`config.mk`:
```
export PLATFORM = sky130hd
export DESIGN_NAME = dtree_seq_eval
export DESIGN_NICKNAME = d
export VERILOG_FILES = /design/src/rtl/dtree_seq_pkg.sv /design/src/rtl/dtree_node_rom.sv /design/src/rtl/dtree_seq_eval.sv
export SDC_FILE = /design/constraint.sdc
export NUM_CORES = 1
export LEC_CHECK = 0
export CORE_UTILIZATION = 49
export DETAILED_ROUTE_END_ITERATION = 10
export GPL_TIMING_DRIVEN = 0
export MAX_ROUTING_LAYER = met4
export PLACE_DENSITY = 0.85
export RECOVER_POWER = 100
export SYNTH_ARGS = -nofsm -noshare
export SYNTH_HDL_FRONTEND = slang
export SYNTH_SLANG_ARGS = --single-unit
```
`constraint.sdc`:
```
create_clock -name clk -period 5.9 [get_ports clk]
set_input_delay 0.59 -clock clk [delete_from_list [all_inputs] [get_ports clk]]
set_output_delay 0.59 -clock clk [all_outputs]
set_load 0.005 [all_outputs]
```
`src/rtl/dtree_seq_pkg.sv`:
```
// Shared types and constants for the sequential decision-tree evaluator.
// Holds the node record layout, the FSM state type and the default node table.
package dtree_seq_pkg;

   localparam int unsigned DT_N_FEAT        = 5;
   localparam int unsigned DT_FEAT_W        = 8;
   localparam int unsigned DT_CLASS_W       = 5;
   localparam int unsigned DT_N_NODES       = 16;
   localparam int unsigned DT_NODE_AW       = 4;
   localparam int unsigned DT_DEFAULT_CLASS = 0;
   localparam int unsigned DT_SEL_W         = 3;
   localparam int unsigned DT_SHIFT_W       = 3;

   // One node of the tree; leaf nodes only use leaf_class.
   typedef struct packed {
      logic                    is_leaf;
      logic [DT_SEL_W-1:0]     feat_sel;
      logic [DT_SHIFT_W-1:0]   shift;
      logic [DT_FEAT_W-1:0]    thr;
      logic [DT_NODE_AW-1:0]   t_idx;
      logic [DT_NODE_AW-1:0]   f_idx;
      logic [DT_CLASS_W-1:0]   leaf_class;
   } node_t;

   typedef node_t [DT_N_NODES-1:0] node_table_t;

   typedef enum logic [1:0] {
      StIdle,
      StEval,
      StDone
   } state_e;

   function automatic node_t mk_leaf(input int unsigned cls);
      node_t n;
      n            = '0;
      n.is_leaf    = 1'b1;
      n.leaf_class = DT_CLASS_W'(cls);
      return n;
   endfunction

   function automatic node_t mk_node(input int unsigned feat, input int unsigned shift,
                                     input int unsigned thr, input int unsigned t_idx,
                                     input int unsigned f_idx);
      node_t n;
      n          = '0;
      n.feat_sel = DT_SEL_W'(feat);
      n.shift    = DT_SHIFT_W'(shift);
      n.thr      = DT_FEAT_W'(thr);
      n.t_idx    = DT_NODE_AW'(t_idx);
      n.f_idx    = DT_NODE_AW'(f_idx);
      return n;
   endfunction

   // Reference classifier; every unused slot is a leaf reporting the default class.
   function automatic node_table_t default_table();
      node_table_t tbl;
      for (int unsigned i = 0; i < DT_N_NODES; i++) begin
         tbl[DT_NODE_AW'(i)] = mk_leaf(DT_DEFAULT_CLASS);
      end
      tbl[DT_NODE_AW'(0)] = mk_node(4, 6, 0, 1, 2);
      tbl[DT_NODE_AW'(1)] = mk_leaf(7);
      tbl[DT_NODE_AW'(2)] = mk_node(4, 5, 1, 3, 4);
      tbl[DT_NODE_AW'(3)] = mk_leaf(24);
      tbl[DT_NODE_AW'(4)] = mk_leaf(12);
      return tbl;
   endfunction

   localparam node_table_t NODE_TABLE = default_table();

endpackage

```
`src/rtl/dtree_node_rom.sv`:
```
// Combinational node table lookup for the decision-tree evaluator.
// Any index not covered by the table reads back as a default-class leaf.
module dtree_node_rom
   import dtree_seq_pkg::*;
#(
   parameter node_table_t TABLE     = NODE_TABLE,
   parameter int unsigned DEF_CLASS = DT_DEFAULT_CLASS
) (
   input  logic [DT_NODE_AW-1:0] node_idx_i,
   output node_t                 node_o
);

   // Decode the node index into its record.
   always_comb begin
      node_o = mk_leaf(DEF_CLASS);
      case (node_idx_i)
         4'd0:    node_o = TABLE[0];
         4'd1:    node_o = TABLE[1];
         4'd2:    node_o = TABLE[2];
         4'd3:    node_o = TABLE[3];
         4'd4:    node_o = TABLE[4];
         4'd5:    node_o = TABLE[5];
         4'd6:    node_o = TABLE[6];
         4'd7:    node_o = TABLE[7];
         4'd8:    node_o = TABLE[8];
         4'd9:    node_o = TABLE[9];
         4'd10:   node_o = TABLE[10];
         4'd11:   node_o = TABLE[11];
         4'd12:   node_o = TABLE[12];
         4'd13:   node_o = TABLE[13];
         4'd14:   node_o = TABLE[14];
         4'd15:   node_o = TABLE[15];
         default: node_o = mk_leaf(DEF_CLASS);
      endcase
   end

endmodule

```
`src/rtl/dtree_seq_eval.sv`:
```
// Sequential decision-tree evaluator: walks the node table one node per clock
// with a single shared threshold comparator, then presents the class.
// Optional build macro DTREE_STEPS_EN adds out_steps (internal nodes traversed).
module dtree_seq_eval
   import dtree_seq_pkg::*;
#(
   parameter int unsigned N_FEAT        = DT_N_FEAT,
   parameter int unsigned FEAT_W        = DT_FEAT_W,
   parameter int unsigned CLASS_W       = DT_CLASS_W,
   parameter int unsigned N_NODES       = DT_N_NODES,
   parameter int unsigned NODE_AW       = DT_NODE_AW,
   parameter int unsigned DEFAULT_CLASS = DT_DEFAULT_CLASS,
   parameter node_table_t TABLE         = NODE_TABLE
) (
   input  logic                      clk,
   input  logic                      rst,
   input  logic                      in_valid,
   output logic                      in_ready,
   input  logic [N_FEAT*FEAT_W-1:0]  in_feat,
   output logic                      out_valid,
   input  logic                      out_ready,
   output logic [CLASS_W-1:0]        out_class,
   output logic                      out_err
`ifdef DTREE_STEPS_EN
  ,output logic [NODE_AW-1:0]        out_steps
`endif
);

   state_e                     state_q, state_d;
   logic [N_FEAT*FEAT_W-1:0]   feat_q, feat_d;
   logic [NODE_AW-1:0]         node_idx_q, node_idx_d;
   logic [NODE_AW-1:0]         step_cnt_q, step_cnt_d;
   logic [CLASS_W-1:0]         class_q, class_d;
   logic                       err_q, err_d;
   logic                       valid_q, valid_d;
`ifdef DTREE_STEPS_EN
   logic [NODE_AW-1:0]         steps_q, steps_d;
`endif

   node_t                      node;
   logic [FEAT_W-1:0]          feat_val;
   logic [FEAT_W-1:0]          feat_shr;
   logic                       feat_ok;
   logic                       step_limit;
   logic [NODE_AW-1:0]         child;

   dtree_node_rom #(
      .TABLE     (TABLE),
      .DEF_CLASS (DEFAULT_CLASS)
   ) u_rom (
      .node_idx_i (node_idx_q),
      .node_o     (node)
   );

   // Shared comparator: select the feature, shift it down, compare to the threshold.
   always_comb begin
      feat_val = '0;
      for (int unsigned k = 0; k < N_FEAT; k++) begin
         if (node.feat_sel == DT_SEL_W'(k)) begin
            feat_val = feat_q[k*FEAT_W +: FEAT_W];
         end
      end
      feat_ok    = (32'(node.feat_sel) < N_FEAT);
      feat_shr   = feat_val >> node.shift;
      child      = (feat_shr <= node.thr) ? node.t_idx : node.f_idx;
      step_limit = (step_cnt_q == NODE_AW'(N_NODES - 1));
   end

   // Next-state logic for the walk FSM and result registers.
   always_comb begin
      state_d    = state_q;
      feat_d     = feat_q;
      node_idx_d = node_idx_q;
      step_cnt_d = step_cnt_q;
      class_d    = class_q;
      err_d      = err_q;
      valid_d    = 1'b0;
`ifdef DTREE_STEPS_EN
      steps_d    = steps_q;
`endif
      in_ready   = 1'b0;

      unique case (state_q)
         StIdle: begin
            in_ready = 1'b1;
            if (in_valid) begin
               feat_d     = in_feat;
               node_idx_d = '0;
               step_cnt_d = '0;
               state_d    = StEval;
            end
         end

         StEval: begin
            if (node.is_leaf) begin
               class_d = node.leaf_class;
               err_d   = 1'b0;
`ifdef DTREE_STEPS_EN
               steps_d = step_cnt_q;
`endif
               state_d = StDone;
            end else if (step_limit || !feat_ok) begin
               // Bad table (loop or out-of-range feature): abort with the default class.
               class_d = CLASS_W'(DEFAULT_CLASS);
               err_d   = 1'b1;
`ifdef DTREE_STEPS_EN
               steps_d = step_cnt_q;
`endif
               state_d = StDone;
            end else begin
               node_idx_d = child;
               step_cnt_d = step_cnt_q + 1'b1;
            end
         end

         StDone: begin
            // out_valid comes from a flop, so it rises one cycle after the result lands.
            valid_d = 1'b1;
            if (valid_q && out_ready) begin
               valid_d = 1'b0;
               state_d = StIdle;
            end
         end

         default: begin
            state_d = StIdle;
         end
      endcase
   end

   // State and datapath registers with synchronous reset.
   always_ff @(posedge clk) begin
      if (rst) begin
         state_q    <= StIdle;
         feat_q     <= '0;
         node_idx_q <= '0;
         step_cnt_q <= '0;
         class_q    <= '0;
         err_q      <= 1'b0;
         valid_q    <= 1'b0;
`ifdef DTREE_STEPS_EN
         steps_q    <= '0;
`endif
      end else begin
         state_q    <= state_d;
         feat_q     <= feat_d;
         node_idx_q <= node_idx_d;
         step_cnt_q <= step_cnt_d;
         class_q    <= class_d;
         err_q      <= err_d;
         valid_q    <= valid_d;
`ifdef DTREE_STEPS_EN
         steps_q    <= steps_d;
`endif
      end
   end

   assign out_valid = valid_q;
   assign out_class = class_q;
   assign out_err   = err_q;
`ifdef DTREE_STEPS_EN
   assign out_steps = steps_q;
`endif

endmodule

```
Word level (Yosys, flattened, before mapping). Memories as Yosys holds them, arrays and structs flattened. A register that Yosys moved wholly into a read port is not among the register bits. Index checks and enable logic that the tools add are counted.

Flip-flop bits (word level): 57. Memory bits (read-only): 240. Bits of input ports: 44. Output and inout bits: 8. Logic and storage cells: 63. Memories: 1.

Add/subtract/negate cells: 1. Order comparisons: 2. Equality and inequality tests: 12. Shift operators: 1. Mux-type cells: 26. Bitwise gates (word level): 1. Reductions and logical operators: 12.

Memories: (no name shown) (words 16, width 15, read ports 1, clocked after memory_dff 1, wr ports 0, RTL line dtree_node_rom.sv:16) `case (node_idx_i)`.

Operators by type and width (number): two-way mux 8 bit (5); two-way mux 4 bit (8); one-hot mux 4 bit (2 select lines) (2); two-way mux 5 bit (2); <= comparator 8 bit (1); two-way mux 2 bit (4); != test 2 bit, second input constant (4); >> shifter 8 x 3 -> 8 bit (1); equality test 3 x 2 -> 1 bit, second input constant (2); one-hot mux 2 bit (3 select lines) (1); adder 4 x 1 -> 4 bit, second input constant (1); equality test 4 bit, second input constant (1); two-way mux 1 bit (4); AND reduction 2 bit (2); AND reduction 4 bit (1); nonzero test 2 bit (2); equality test 3 x 1 -> 1 bit, second input constant (1); equality test 3 bit, second input constant (1); logical NOT 3 bit (1); less-than comparator 3 bit, second input constant (1); != test 3 bit, second input constant (1); AND reduction 3 bit (1); equality test 2 x 1 -> 1 bit, second input constant (1); equality test 2 bit, second input constant (1); 6 further kinds (6).

Logic depth before layout (Yosys ltp).
Word-level depth: 14. Gate-level depth with buffers: 11. Gate-level depth less buffers: 10.

By module. Synthesis repeated with hierarchy kept, for this count alone.

Cell total of the unflattened synthesis: 385. Area total of the unflattened synthesis: 3126.7 um^2.

Modules (own cells, without submodules): dtree_seq_eval (times used 1, cells an instance 353, area each 2899.0 um^2, sequential area each 1141.1 um^2); dtree_node_rom (times used 1, cells an instance 32, area each 227.7 um^2, sequential area each 0.0 um^2).

Worst setup path before layout. Ideal clock, no wire load.

Kind: reg2reg. Start point: register, netlist name u_rom.node_o[21]. End point: register, netlist name u_rom.node_o[3]. Library setup time: 0.087 ns. Arrival: 2.513 ns. Data required time: 5.813 ns. Setup slack: 3.300 ns. Stages on the path, launching flop included: 10. Buffers on the path: 1. Clock period less this slack: 2.600 ns. Path through: dfxtp_1 > buf_6 > mux4_1 > mux2i_1 > ha_1 > o22ai_1 > a2111oi_4 > o32a_1 > or3_1 > o31ai_1.

Cells in the longest elaborated chain, start to end: 8.

RTL lines: >> shifter 8 x 3 -> 8 bit (RTL line dtree_seq_eval.sv:64) `feat_shr = feat_val >> node.shift;`; <= comparator 8 bit (RTL line dtree_seq_eval.sv:65) `child = (feat_shr <= node.thr) ? node.t_idx : node.f_idx;`; two-way mux 4 bit (RTL line dtree_seq_eval.sv:65); two-way mux 4 bit (RTL line dtree_seq_eval.sv:102) `end else if (step_limit || !feat_ok) begin`; two-way mux 4 bit (RTL line dtree_seq_eval.sv:95) `if (node.is_leaf) begin`; one-hot mux 4 bit (2 select lines) (RTL line dtree_seq_eval.sv:83) `unique case (state_q)`; two-way mux 4 bit (no line) (2 in series).

No other way between the ends. The select of a mux whose other input is x is not followed. A chain may end at the register's enable or synchronous reset.

Worst setup path in the final report.
Start point: register, netlist name u_rom.node_o[21]. End point: register, netlist name u_rom.node_o[2].

Cells in the longest elaborated chain, start to end: 8.

RTL lines (RTL line): >> shifter 8 x 3 -> 8 bit (dtree_seq_eval.sv:64); <= comparator 8 bit (dtree_seq_eval.sv:65); two-way mux 4 bit (dtree_seq_eval.sv:65); two-way mux 4 bit (dtree_seq_eval.sv:102); two-way mux 4 bit (dtree_seq_eval.sv:95); one-hot mux 4 bit (2 select lines) (dtree_seq_eval.sv:83); two-way mux 4 bit (no line) (2 in series).

No other way between the ends. The select of a mux whose other input is x is not followed.

==> flow_summary.ini <==
[route]
routed_wl_microns = 3257
avgRoutedWirePerCell_microns = 12.34
drt_iter0_markers = 58
final_antenna_net_count = 0
vias = 1391
via_per_inst = 5.269
first_pass_iters = 4
drc_errors = 0

[worst_hold_path]
worstHoldPathCells = 2
hold_start = feat_q[2]
holdCritPathClass = reg -> reg
min_to = feat_q[2]

[synthesis]
synth_area_leader_cell = dfxtp_1
synth.distinct_cells = 46
synthesis.area_sq_mm = 0.001700
synth_edf_count = 0
ys_seq_area_share_pct = 42.38
syn-instance-count = 187
synth_top_cell_area_share_pct = 42.38
synth_area_per_cell_sq_um = 9.093
ys.flop_type = dfxtp_1
ys_warn_count = 0
syn_nets = 233
yosys-top-cells-area = dfxtp_1 (42%), nand2_1 (6.8%), a21oi_1 (6.5%)
async_flop_share_pct = 0
synth_seq_cells = 36

[worst_setup_path]
rrSetupSlack_ns = 2.14
critPathArrivalTime_ns = 4.03
worstReg2RegEnd = u_rom.node_o[2]
crit_fanout = 10
ff2ff_path_depth = 9
crit_path_end_kind = flop
setup.worst_path.start_class = flop
crit_required_ns = 6.17
path_class = reg -> reg
reg2reg_from = u_rom.node_o[21]

[final_layout]
stdcell_count = 264
design_area_sq_mm = 0.002011
area_growth_pct = 18.25
fin_util_pct = 60.26
antenna-diode-count = 0
drive_gt1_share_pct = 10.09
nNetsFinal = 263

[pwr]
swShare_pct = 32.31
cellLeakagePower_nw = 0.7677
comb_power_share_pct = 28.7
pwr_density_cell_mw_per_mm2 = 291.6
seqPwrFrac_pct = 47.9
switching_power_w = 0.0001894
clockPowerShare_pct = 23.3
ir_worst_vdd_mv = 0.1218
internal_power_w = 0.0003969

[clock_network]
hold_buffers = 0
cts_tree = done
clock_latency_ns = 0.34
post_cts_buffers = 0
numCtsBuffers = 5
cts_max_level = 2
clockBufferDepth = 2
cts-resized-gates = 0
clk_pin_slew_ns = 0.11
cts_root_buf = clkbuf_4
clock_sinks = 36

[flow_run]
cap_violations = 0

[floorplan]
initial_core_util_pct = 50.96
die_w_microns = 60.91
rows = 21
coreArea_sq_mm = 0.003337
dieArea_sq_mm = 0.003710
die_y_microns = 60.91
io_pins = 52

[place]
numPortBuffers = 23
hpwl_microns = 2395
placed_cell_area_sq_mm = 0.001988
gp_congestion = 0.8692
dp_cells = 256

[global_routing]
grt_antenna_before_repair = 0
grt_pass1_vias = 1243
grt_pass1_wl_microns = 5423
grt_max_degree = 12
grt_usage_pct = 20.92
grt_overflow = 0

[sta]
hold_violations = 0
fin_crit_ns = 3.757
tightest_slew_ns = 1.251
fmax_mhz = 266.2
finalSetupViolCount = 0
relSlewSlack_pct = 14.43
finalCritPeriodShare_pct = 63.68
fin_skew_ns = 0.009422
setup_tns_ns = 0
rsz0062_at_grt = false
maxSlewViolCount = 0

[status]
status = finished, final reports clean
-- cell usage after synthesis, drive strengths merged (3+ instances only) --
| cell type | count |
|---|---|
| a21oi | 23 |
| buf | 6 |
| o21ai | 4 |
| inv | 4 |
| nor2 | 11 |
| nand2 | 31 |
| dfxtp | 36 |
| a22oi | 5 |
| o21a | 3 |
| mux2i | 9 |
| nand3 | 3 |
| clkbuf | 8 |
| nor3 | 11 |
| and2 | 3 |
-- layer usage --
metal	GRT usage, %	up-vias	wire length [microns]
met1	26.72	639	1604
met5	-	-	0
met2	29.67	27	1476
li1	-	716	-
met3	6.610	9	106
met4	10.39	0	69
-- layout make-up --
cell class / instances / area [sq um]
fillers: 315 / 1326
multi-input cells: 133 / 858.3
flip-flops and latches: 36 / 720.7
repair buffers: 23 / 230.2
plain buffers: 14 / 67.56
well taps: 46 / 57.56
clock buffers: 6 / 51.30
inverters: 4 / 15.01
clock inverters: 2 / 10.01
-- registers in the layout, summed over array words and instances (netlist names) --
register,flops
feat_q,13
node_idx_q,3
out_class,4
out_err,1
out_valid,1
state_q,2
step_cnt_q,4
u_rom.node_o,8
-- metrics by stage --
step | hold slack [ns] | power, W | setup WS (ns)
global route | 0.4878 | 0.0006246 | 1.840
finish | 0.4669 | 0.0005863 | 2.143
detailed placement | 0.4538 | 0.0004671 | 3.121
floorplan | 0.4320 | 0.0004256 | 3.300
global placement | 0.4447 | 0.0004637 | 3.111
CTS | 0.4694 | 0.0006036 | 3.076
-- cells by family (layout without fill, tap and decap cells) --
kind of cell | after synthesis | after routing | share of synthesized area, %
fa+ha+maj | 2 | 2 | 1.471
mux | 11 | 11 | 8.389
buf+inv | 18 | 49 | 5.739
compound gates | 45 | 45 | 19.43
simple gates | 71 | 71 | 20.53
flops | 36 | 36 | 42.38
xor+xnor | 4 | 4 | 2.061
-- how the worst max path moves through the flow --
stage	startpoint	endpoint	slack (ns)	cells past startpoint
2_1_floorplan	u_rom.node_o[21]	u_rom.node_o[3]	3.30	9
3_3_place_gp	u_rom.node_o[21]	u_rom.node_o[3]	3.11	9
3_5_place_dp	u_rom.node_o[21]	u_rom.node_o[3]	3.12	9
4_1_cts	u_rom.node_o[21]	u_rom.node_o[3]	3.08	9
5_1_grt	u_rom.node_o[21]	u_rom.node_o[2]	1.84	9
6_report	u_rom.node_o[21]	u_rom.node_o[2]	2.14	9
-- power by group through the flow --
stage / registers [W] / logic, W / clock network [W]
finish: 0.000281 / 0.000168 / 0.000137
global route: 0.000284 / 0.000186 / 0.000154
CTS: 0.000281 / 0.000181 / 0.000141
detailed placement: 0.000287 / 0.000180 / 0
global placement: 0.000286 / 0.000177 / 0
floorplan: 0.000283 / 0.000143 / 0
-- worst max-delay path: stages, from the launching register on --
cell and delay, ns:
dfxtp_1 0.48, clkbuf_1 0.44, mux4_1 0.62, mux2i_1 0.15
ha_1 0.17, o22ai_1 0.11, a2111oi_0 1.10, mux2i_1 0.33
a21oi_1 0.11, nor3_2 0.19
-- placed cells by master, fill, tap and decap left out, drive strengths merged, types with 2 or more instances in the layout --
cell / instances
or2: 2
nor2: 11
clkinv: 2
dlygate4sd3: 9
xnor2: 2
o21ai: 4
ha: 2
dfxtp: 36
buf: 3
nand3b: 2
nor3: 11
a22oi: 5
mux4: 2
o21a: 3
inv: 4
a21oi: 23
mux2i: 9
clkbuf: 17
nand2: 31
clkdlybuf4s50: 14
and2: 3
nor2b: 2
xor2: 2
or3: 2
nand3: 3
(Power assumes the default switching activity.)
==> RTL edit (same settings) <==
The option `DTREE_STEPS_EN` is turned on by a define.
--- a/src/rtl/dtree_seq_eval.sv
+++ b/src/rtl/dtree_seq_eval.sv
@@ -1,6 +1,8 @@
 // Sequential decision-tree evaluator: walks the node table one node per clock
 // with a single shared threshold comparator, then presents the class.
 // Optional build macro DTREE_STEPS_EN adds out_steps (internal nodes traversed).
+`define DTREE_STEPS_EN
+
 module dtree_seq_eval
    import dtree_seq_pkg::*;
 #(
Formal check against the unedited RTL (old outputs only; new: out_steps): equivalent (Yosys induction, for registers that start in step).
==> RTL edit against the unedited design <==
  * Sequential cell count up 4
  * Cell count down 1.1%
  * Clock skew up 0.0065 ns
  * Core utilization up 5.8 points
  * Synthesized area down 2.1%
  * Cell area up 2.7%
  * Largest power group unchanged
  * Fmax up 14%
  * Wire length down 2.9%
  * Die area down 2.1%
  * Setup slack better by 0.45 ns
  * Critical endpoint is now u_rom.node_o[22]$_SDFF_PP0_
  * Non-clock buffer count up 3
  * Total power down 1.0%
==> RTL edit: results (changes against the unedited design) <==
top cells by count, synth dfxtp_1, nand2_1, a21oi_1, nor2_1, clkbuf_1; Yosys cell types 39 (-15%); power share of the sequential group 52.2% (+4.3 points); Inst Count DP 253 (-1.2%); slew margin rel. 50.9% (+36 points); largest net degree at the start of global routing 13 (+1); layout cells sized above 1 8.29% (-1.8 points); DP Area 0.00200 mm2 (+0.57%); main flop type after synthesis dfxtp_1; cell family with most CP delay compound AO/OA/AOI/OAI gates; global placement routability congestion 0.860 (-1.0%); switching part of the total 26.7% (-5.6 points); via count 1377 (-1.0%); clk_skew 0.0160 ns (+0.00654 ns); postcts setup bufs 0 (unchanged); initial antenna violation count 0 (unchanged); Root Buffer clkbuf_4; CP arrival 3.58 ns (-0.45 ns); TritonRoute pass-1 iters 4 (unchanged); crit-path max FO 8 (-2); Initial DRC Count 79 (+36%); Post-Place Setup Slack 2.90 ns (-0.217 ns); syn nets 227 (-2.6%); global-route wire length before repair 5440 um (+0.39%); Synth area leaders dfxtp_1, nand2_1, a21oi_1; Largest Register feat_q; WL per Instance 12.1 um (-1.7%); Global Route Usage Sum 21.0% (+0.057 points); vias in the first global route 1279 (+2.9%); Leak Pwr 0.826 nW (+7.6%); status completed; hpwl dp 2340 um (-2.3%); Fillers 280 (-11%); worst vdd rail ir drop 0.141 mV (+15%); register area share after synthesis 48.1% (+5.7 points); max incr delay on CP 0.68 ns (-0.42 ns); clock latency on the worst-skew pair 0.35 ns; # nets final 262 (-0.38%); Mapped Cells 181 (-3.2%); vias per cell 5.28 (+0.13%); Port Buffer Count 28 (+22%); Slowest-stage cell, CP o31ai_1
RTL edit: final cells by class:
type,count,area [um2],area share [%]
Sequential cell,40,801,38.8
Multi-Input combinational cell,125,788,38.2
Timing Repair Buffer,28,280,13.6
Tap cell,44,55.1,2.67
Buffer,12,50.0,2.42
Clock buffer,6,41.3,2.00
Clock inverter,2,35.0,1.70
Inverter,4,15.0,0.727
RTL edit: routing by layer:
metal	vias to the layer above	track usage, %	part of all wire (%)
li1	697	-	-
met1	637	25.5	47
met2	35	32.7	47
met3	8	6.06	4.2
met4	0	7.97	1.7
met5	-	-	0
RTL edit: worst paths after layout:
path	start	end	slack [ns]	cells past startpoint
worst max-delay path	u_rom.node_o[23]$_SDFF_PP0_	u_rom.node_o[22]$_SDFF_PP0_	2.59	10
worst min-delay path	feat_q[34]$_SDFFE_PP0P_	feat_q[34]$_SDFFE_PP0P_	0.47	2
worst max register to register	u_rom.node_o[23]$_SDFF_PP0_	u_rom.node_o[22]$_SDFF_PP0_	2.59	10
worst min register to register	feat_q[34]$_SDFFE_PP0P_	feat_q[34]$_SDFFE_PP0P_	0.47	2
RTL edit: logic make-up after synthesis:
group	Yosys count	synth area share [%]
multiplexers	12	8.87
adder cells (fa/ha/maj)	2	1.50
XOR/XNOR	4	2.11
AND/OR/NAND/NOR	72	21.2
flip-flops	40	48.1
buffers and inverters	16	3.98
AO/OA/AOI/OAI	35	14.2
RTL edit: power by group through the flow:
stage / sequential (mW) / combinational, mW / clock (mW)
after detailed placement: 0.310 / 0.105 / 0
after CTS: 0.303 / 0.105 / 0.179
final: 0.303 / 0.103 / 0.174
after global routing: 0.306 / 0.116 / 0.189
after global placement: 0.308 / 0.103 / 0
after floorplan: 0.305 / 0.0754 / 0
